`src/rtl/pulse_stretcher.sv`:
```
// Stretches single-cycle events into HIGH_CYCLES-wide windows separated by GAP_CYCLES.
// Define PULSE_RETRIGGER_EN to let events during a window extend it instead of queueing.
module pulse_stretcher #(
    parameter int HIGH_CYCLES = 4,
    parameter int GAP_CYCLES  = 2,
    parameter int PEND_W      = 3
) (
    input  logic              clk,
    input  logic              reset,
    input  logic              pulseIn,
    output logic              stretchOut,
    output logic              busy,
    output logic [PEND_W-1:0] pending,
    output logic              overflow
);

    localparam int MAXC = (HIGH_CYCLES > GAP_CYCLES) ? HIGH_CYCLES : GAP_CYCLES;
    localparam int CW   = (MAXC > 1) ? $clog2(MAXC) : 1;

    localparam logic [CW-1:0]     HIGH_LOAD = CW'(HIGH_CYCLES - 1);
    localparam logic [CW-1:0]     GAP_LOAD  = CW'(GAP_CYCLES - 1);
    localparam logic [CW-1:0]     CNT_ONE   = CW'(1);
    localparam logic [PEND_W-1:0] PEND_ONE  = PEND_W'(1);
    localparam logic [PEND_W-1:0] PEND_MAX  = {PEND_W{1'b1}};

    typedef enum logic [1:0] {
        S_IDLE,
        S_HIGH,
        S_GAP
    } state_t;

    state_t            state;
    logic [CW-1:0]     cnt;
    logic              stretch_q;
    logic              pend_full;
    logic              cnt_zero;
    logic [PEND_W-1:0] enq_pending;
    logic              enq_overflow;

    // Result of queueing one event: a full counter drops it and flags overflow.
    always_comb begin
        pend_full    = (pending == PEND_MAX);
        cnt_zero     = (cnt == '0);
        enq_pending  = pend_full ? pending : pending + PEND_ONE;
        enq_overflow = overflow | pend_full;
    end

    always_ff @(posedge clk or negedge reset) begin
        if (!reset) begin
            state     <= S_IDLE;
            cnt       <= '0;
            pending   <= '0;
            overflow  <= 1'b0;
            stretch_q <= 1'b0;
        end else begin
            unique case (state)
                S_IDLE: begin
                    if (pulseIn) begin
                        state     <= S_HIGH;
                        cnt       <= HIGH_LOAD;
                        stretch_q <= 1'b1;
                    end
                end
                S_HIGH: begin
                    if (!cnt_zero) begin
                        cnt <= cnt - CNT_ONE;
                    end else begin
                        state     <= S_GAP;
                        cnt       <= GAP_LOAD;
                        stretch_q <= 1'b0;
                    end
`ifdef PULSE_RETRIGGER_EN
                    if (pulseIn) begin
                        state     <= S_HIGH;
                        cnt       <= HIGH_LOAD;
                        stretch_q <= 1'b1;
                    end
`else
                    if (pulseIn) begin
                        pending  <= enq_pending;
                        overflow <= enq_overflow;
                    end
`endif
                end
                S_GAP: begin
                    if (!cnt_zero) begin
                        cnt <= cnt - CNT_ONE;
                        if (pulseIn) begin
                            pending  <= enq_pending;
                            overflow <= enq_overflow;
                        end
                    end else if (pending != '0 || pulseIn) begin
                        state     <= S_HIGH;
                        cnt       <= HIGH_LOAD;
                        stretch_q <= 1'b1;
                        // A same-cycle event replaces the consumed one in the queue.
                        if (pending != '0 && !pulseIn) begin
                            pending <= pending - PEND_ONE;
                        end
                    end else begin
                        state <= S_IDLE;
                    end
                end
                default: begin
                    state     <= S_IDLE;
                    cnt       <= '0;
                    stretch_q <= 1'b0;
                end
            endcase
        end
    end

    assign stretchOut = stretch_q;
    assign busy       = (state != S_IDLE) || (pending != '0);

endmodule

```
`config.mk`:
```
export PLATFORM = sky130hd
export DESIGN_NAME = pulse_stretcher
export DESIGN_NICKNAME = d
export VERILOG_FILES = /design/src/rtl/pulse_stretcher.sv
export SDC_FILE = /design/constraint.sdc
export NUM_CORES = 1
export LEC_CHECK = 0
export BUFFER_PORTS_ARGS = -buffer_cell sky130_fd_sc_hd__buf_4
export CELL_PAD_IN_SITES_DETAIL_PLACEMENT = 0
export CELL_PAD_IN_SITES_GLOBAL_PLACEMENT = 1
export CORE_MARGIN = 4
export CORE_UTILIZATION = 40
export DETAILED_ROUTE_END_ITERATION = 16
export GPL_TIMING_DRIVEN = 0
export PLACE_DENSITY = 0.84
export SYNTH_ARGS = -nofsm -noshare
export SYNTH_HDL_FRONTEND = slang
export SYNTH_SLANG_ARGS = --single-unit
```
`constraint.sdc`:
```
create_clock -name clk -period 4.4 [get_ports clk]
set_input_delay 0.22 -clock clk [delete_from_list [all_inputs] [get_ports clk]]
set_output_delay 0.22 -clock clk [all_outputs]
set_load 0.01 [all_outputs]
```
==> results of run 1 <==
## cell families after synthesis
| family | share of synthesized area, % |
|---|---|
| AO/OA/AOI/OAI | 27.0 |
| XOR/XNOR | 1.39 |
| adder cells (fa/ha/maj) | 9.94 |
| buffers and inverters | 6.76 |
| flip-flops | 35.8 |
| multiplexers | 1.79 |
| AND/OR/NAND/NOR | 17.3 |
## what timing repair did
item | CTS | global route
buffers inserted | 0 | 0
hold endpoints to repair | 9 | 0
hold buffers | 1 | 0
## flip-flops by register name, indices dropped and copies added (netlist names)
| signal | cells |
|---|---|
| stretchOut | 1 |
| state | 2 |
| pending | 3 |
| cnt | 2 |
| overflow | 1 |
## worst max-delay path, stage by stage, from the launching register on
cell and delay, ns:
dfrtp_1 0.42, inv_1 0.11, ha_1 0.17, nor2b_4 0.18
nand2_1 0.08, a211oi_2 0.28, mux2_1 0.35
## per-layer routing
| metal | vias up | track usage (%) |
|---|---|---|
| li1 | 282 | - |
| met1 | 258 | 18.3 |
| met2 | 6 | 23.0 |
| met3 | 4 | 3.38 |
| met4 | 0 | 4.84 |
| met5 | - | 0 |
## where the power goes
part	leakage [nW]	switching [W]	total [W]	internal (W)
Combinational	0.228	0.000171	0.000320	0.000149
Sequential	0.101	0.0000379	0.000162	0.000124
Clock	0.0177	0.0000324	0.0000661	0.0000336
## worst paths after layout
check	end	cells past startpoint	start
min reg2reg	overflow$_DFFE_PN0P_	1	overflow$_DFFE_PN0P_
max reg2reg	cnt[1]$_DFFE_PN0P_	6	pending[1]$_DFFE_PN0P_
min in group clk	overflow$_DFFE_PN0P_	3	pulseIn
max in group asynchronous	overflow$_DFFE_PN0P_	2	reset
min	state[1]$_DFFE_PN0P_	2	reset
max	cnt[1]$_DFFE_PN0P_	6	pending[1]$_DFFE_PN0P_
## metrics by stage
step	worst slack, ns	std cells	cell area, µm²	power [W]	util [%]
final	2.70	100	747	0.000548	50.2
after global routing	2.56	100	747	0.000606	50.2
after CTS	2.67	100	747	0.000555	50.2
after detailed placement	2.68	95	709	0.000486	47.6
after global placement	2.70	95	709	0.000475	47.6
after floorplan	2.78	71	629	0.000395	-
## cell type report
class	count	area, µm²	area share (%)
clock inverter	1	5.00	0.670
inverter	6	22.5	3.02
sequential	9	225	30.2
buffer	4	20.0	2.68
multi-input combinational	52	362	48.4
timing repair buffer	9	70.1	9.38
tap	16	20.0	2.68
clock buffer	3	22.5	3.02
## cells in the final DEF, fill, tap and decap left out, types with 2 or more instances in the layout
cell      n
ha_1      5
buf_4     8
buf_2     4
nor3_1    3
o22ai_1   3
nor2_1    5
inv_1     5
nand2_1   8
a21o_1    2
dfrtp_1   9
o21ai_0   3
nand2b_1  3
clkbuf_4  3
a21oi_1   4
==> metrics.md, run 1 <==
| Metric | Value |
|---|---|
| Status | completed |
| GRT Overall Usage | between 10% and 20% |
| Worst Path Max Fanout | 6 |
| Mapped Area | 629 µm² |
| Leading area contributor after synthesis | dfrtp_1 |
| DRT met1 WL | 573 µm |
| N_diodes | 0 |
| Crit share post-route | 38.6% |
| Average wire per standard cell | 12.7 µm |
| First-pass GRT wire length | around 2300 µm |
| Vias per cell | about 5.5 |
| Clock Sinks | 9 |
| Crit path kind | flop to flop |
| Clock Path Buffers | 2 |
| EDFF count, synth | 0 |
| Top cells by count, synth | dfrtp_1, nand2_1, ha_1, inv_1, nor2_1 |
| Most frequent cell after synthesis | dfrtp_1 |
| # IOs | 9 |
| R2R Setup Slk | between 2 and 3 ns |
| Die width | 47.7 µm |
| Syn Inst Count | just over 70 |
| Port Buf Inserts | 8 |
| Area of the core | about 1500 µm² |
| DR vias | 550 |
| Setup TNS | 0 ns |
| Worst Path Arrival | around 1.9 ns |
| ANT nets after route | 0 |
| Die H | 47.7 µm |
| Drt first pass iters | 4 |
| Synth area leaders | dfrtp_1, ha_1, nand2_1 |
| H-tree levels | 1 |
| Post-synth top area share | a little over a third |
| Residual DRC count | 0 |
| Synth async-reset ratio | 100% |
| Antenna violations before repair | 0 |
| Final hold violation count | 0 |
| Worst-Skew Late Latency | between 0.2 and 0.3 ns |
| Clock Skews | about 0.0079 ns |
| Routability cong. | slightly below 0.8 |
| Setup violations, final | 0 |
| Slew Viols, Final | 0 |
| Max layer used | met4 |
| Max Cap Viol | 0 |
| TritonCTS clock tree | done |
| Syn Area/Cell | about 8.9 µm² |
| Critical path launch point type | flop |
| Worst EP required | around 4.6 ns |
| Die area | approximately 2300 µm² |
| Vias in the first global route | between 500 and 600 |
| Worst slew pin tran | 0.301 ns |
| Row count | 14 |
| Min Hold Slack | between 0.3 and 0.4 ns |
| Largest net degree at the start of global routing | 11 |
| Clk slew on worst S/H paths | around 0.07 ns |
| PwrDens | about 730 nW/µm² |
| Worst Setup End Kind | flop |
| Cts repair resizes | 0 |
| GRT overflow | 0 |
| Final net count | 93 |
| Clk root buf | clkbuf_4 |
| Fmax | roughly 600 MHz |
| DRT Wirelength | around 1300 µm |
| #FFs+latches synth | 9 |
| Met3 Wirelength | about 28 µm |
| Starting DRT DRC Count | 14 |
| Slew headroom | 80.0% |
| Seq/Total Area, Yosys | 35.8% |
| Share of post-route cells with drive strength above 1 | between 20% and 30% |
| # fillers | 130 |
| WL met2 | 649 µm |
| Distinct cells, synth | 29 |
| Total CTS buffers | 3 |
| Syn_nets | 79 |
| Post-route minimum period | ~1.7 ns |
| Unrepaired setup endpoints after global routing | no |
| Path category of the worst min-delay check | input pin to asynchronous set/reset pin |
| Post-synth top flop | dfrtp_1 |
| Ys Warns | 0 |
| Area grow syn2layout | 18.7% |
| IR drop worst, VDD | 0.370 mV |
| Initial Utilization | between 40% and 50% |
| Final HPWL DP | 1050 µm |
| LEAKAGE | 0.346 nW |
Power figures use the tool's default switching activity.
==> run 2, diff against run 1 <==
--- a/config.mk
+++ b/config.mk
@@ -9,10 +9,10 @@
 export CELL_PAD_IN_SITES_DETAIL_PLACEMENT = 0
 export CELL_PAD_IN_SITES_GLOBAL_PLACEMENT = 1
 export CORE_MARGIN = 4
-export CORE_UTILIZATION = 40
+export CORE_UTILIZATION = 36
 export DETAILED_ROUTE_END_ITERATION = 16
 export GPL_TIMING_DRIVEN = 0
-export PLACE_DENSITY = 0.84
+export PLACE_DENSITY = 0.81
 export SYNTH_ARGS = -nofsm -noshare
 export SYNTH_HDL_FRONTEND = slang
 export SYNTH_SLANG_ARGS = --single-unit
==> constraint.sdc (replaced) <==
create_clock -name clk -period 1.5 [get_ports clk]
set_input_delay 0.075 -clock clk [delete_from_list [all_inputs] [get_ports clk]]
set_output_delay 0.075 -clock clk [all_outputs]
set_load 0.01 [all_outputs]
==> metrics.md, run 2 (synthesis results as in run 1) <==
| Metric | Value |
|---|---|
| Max Cap Viol | 0 (unchanged) |
| Final hold violation count | 0 (unchanged) |
| Internal power | 0.00106 W (was 0.000306 W) |
| Largest net degree at the start of global routing | 11 (unchanged) |
| Largest regs | pending: 3 flops, cnt: 2 flops, state: 2 flops (unchanged) |
| Instance count on the critical path | 6 (unchanged) |
| Fin cells | 107 (was 100) |
| Die area | 2480 µm² (was 2270 µm²) |
| CP Cell Sequence | inv_2 -> ha_4 -> nor2b_4 -> nand2_2 -> a211oi_2 -> mux2_1 (was inv_1 -> ha_1 -> nor2b_4 -> nand2_1 -> a211oi_2 -> mux2_1) |
| CP endpoint | cnt[1]$_DFFE_PN0P_ (unchanged) |
| ANT nets after route | 0 (unchanged) |
| DRT Wirelength | 1450 µm (was 1270 µm) |
| GRT overflow | 0 (unchanged) |
| Area of the core | 1580 µm² (was 1490 µm²) |
| Antenna violations before repair | 0 (unchanged) |
| Worst setup path start | pending[1]$_DFFE_PN0P_ (unchanged) |
| Die width | 49.8 µm (was 47.7 µm) |
| Clock Path Buffers | 2 (unchanged) |
| Worst slack, placed | -0.138 ns (was 2.68 ns) |
| Setup TNS | -0.0352 ns (was 0 ns) |
| Area grow syn2layout | 34.6% (was 18.7%) |
| Starting DRT DRC Count | 4 (was 14) |
| Most frequent cells in the layout | buf_4, dfrtp_1, nand2_1 (was dfrtp_1, nand2_1, buf_4) |
| R2R Setup Slk | -0.04 ns (was 2.70 ns) |
| Clock Skews | 0.0105 ns (was 0.00790 ns) |
| Commonest non-fill, non-tap cell in the layout | buf_4 (was dfrtp_1) |
| LEAKAGE | 0.381 nW (was 0.346 nW) |
| TritonCTS clock tree | done (unchanged) |
| Initial Utilization | 39.9% (was 42.3%) |
| Power share of the sequential group | 25.0% (was 29.6%) |
| Worst Setup End Kind | flop (unchanged) |
| Setup violations, final | 1 (was 0) |
| Unrepaired setup endpoints after global routing | yes (was no) |
| Drt first pass iters | 4 (unchanged) |
| Worst-Skew Late Latency | 0.27 ns (about the same) |
| Port Buf Inserts | 8 (unchanged) |
| Vias in the first global route | 580 (was 544) |
| Number of flip-flops in the largest register | 3 (unchanged) |
| Clk root buf | clkbuf_4 (unchanged) |
| Switching Share | 42.7% (was 44.1%) |
| Worst slew pin tran | 0.273 ns (was 0.301 ns) |
| R2R Path Start | pending[1]$_DFFE_PN0P_ (unchanged) |
| Power share of the clock group | 10.8% (was 12.1%) |
| Residual DRC count | 0 (unchanged) |
| Post-route minimum period | 1.54 ns (was 1.70 ns) |
| First-pass GRT wire length | 2500 µm (was 2270 µm) |
| Fin util | 53.7% (was 50.2%) |
| PwrDens | 2190 nW/µm² (was 734 nW/µm²) |
| Delay of the slowest cell on the worst path | 0.42 ns (about the same) |
| Sw Pwr | 0.000790 W (was 0.000242 W) |
| Average wire per standard cell | 13.5 µm (was 12.7 µm) |
| Most flops, register | pending (unchanged) |
| Path category of the worst min-delay check | input pin to asynchronous set/reset pin (unchanged) |
| IR drop worst, VDD | 1.05 mV (was 0.370 mV) |
| Row count | 14 (unchanged) |
| Kind of cell adding the most delay to the critical path | flip-flops (unchanged) |
| Share of post-route cells with drive strength above 1 | 40.7% (was 25.0%) |
| N_diodes | 0 (unchanged) |
| Die H | 49.8 µm (was 47.7 µm) |
| Crit path kind | flop to flop (unchanged) |
| H-tree levels | 1 (unchanged) |
| Final HPWL DP | 966 µm (was 1050 µm) |
| Fmax | 651 MHz (was 589 MHz) |
| Crit Reg-Reg Endpoint | cnt[1]$_DFFE_PN0P_ (unchanged) |
| Slew Viols, Final | 0 (unchanged) |
| Vias per cell | 5.45 (was 5.50) |
| GRT Overall Usage | 12.9% (was 14.1%) |
| Total CTS buffers | 3 (unchanged) |
| Logic pwr share | 64.2% (was 58.4%) |
| CP bufs+invs | 1 (unchanged) |
| Slew headroom | 81.6% (was 80.0%) |
| Worst Path Arrival | 1.69 ns (was 1.85 ns) |
| Clock Sinks | 9 (unchanged) |
| Dpl cells | 95 (unchanged) |
| Worst reg-to-reg path cell count | 6 (unchanged) |
| DR vias | 583 (was 550) |
| Critical path launch point type | flop (unchanged) |
| Worst path slowest cell | dfrtp_2 (was dfrtp_1) |
| Crit share post-route | 102% (was 38.6%) |
| # IOs | 9 (unchanged) |
| Worst Path Max Fanout | 2 (was 6) |
| Failing checks | setup timing |
| Status | complete, but fails checks (was completed) |
| Clk slew on worst S/H paths | 0.08 ns (was 0.07 ns) |
| Worst EP required | 1.66 ns (was 4.56 ns) |
| Final net count | 100 (was 93) |
| Final WS setup | -0.0352 ns (was 2.70 ns) |
| Routability cong. | 0.739 (was 0.783) |
-- run 2: worst min-delay path by stage --
stage	cells after the start	startpoint	endpoint	slack (ns)
2_1_floorplan	0	reset	cnt[0]$_DFFE_PN0P_	-0.22
3_3_place_gp	1	reset	stretchOut$_DFFE_PN0P_	-0.09
3_5_place_dp	1	reset	stretchOut$_DFFE_PN0P_	-0.09
4_1_cts	2	reset	stretchOut$_DFFE_PN0P_	0.16
5_1_grt	2	reset	stretchOut$_DFFE_PN0P_	0.19
6_report	2	reset	cnt[0]$_DFFE_PN0P_	0.16
-- run 2: cell type report --
type	instances	area, µm²
multi-input cells	52	398
well taps	16	20.0
plain buffers	4	26.3
clock buffers	3	22.5
inverters	6	22.5
repair buffers	16	126
clock inverters	1	5.00
flip-flops and latches	9	226
fillers	145	729
-- run 2: timing repair --
action                                 4_1_cts  5_1_grt
setup endpoints to repair                    1        4
buffers inserted                             7        1
hold buffers                                 1        0
pin swaps                                    3        2
gates resized for setup                      8        4
endpoints found under the hold margin        9        0
-- run 2: power groups by stage --
stage | Sequential, W | Combinational, W | Clock (W)
6_report | 0.000463 | 0.00119 | 0.000200
5_1_grt | 0.000483 | 0.00135 | 0.000213
4_1_cts | 0.000462 | 0.00113 | 0.000199
3_5_place_dp | 0.000487 | 0.000928 | 0
3_3_place_gp | 0.000478 | 0.000921 | 0
2_1_floorplan | 0.000494 | 0.000670 | 0
-- run 2: per-layer routing --
layer	wire length (µm)	share of wire (%)	global-route usage, %	vias up
met3	47	3.2	2.41	2
li1	-	-	-	297
met2	699	48	20.7	10
met5	0	0	0	-
met4	14	0.97	5.99	0
met1	686	47	16.7	274
-- run 2: per-stage QoR --
step	cell area, µm²	total power [W]	hold slack, ns
2_1_floorplan	631	0.00116	-0.221
3_3_place_gp	711	0.00140	-0.0938
3_5_place_dp	711	0.00141	-0.0930
4_1_cts	825	0.00179	0.160
5_1_grt	847	0.00205	0.186
6_report	847	0.00185	0.156
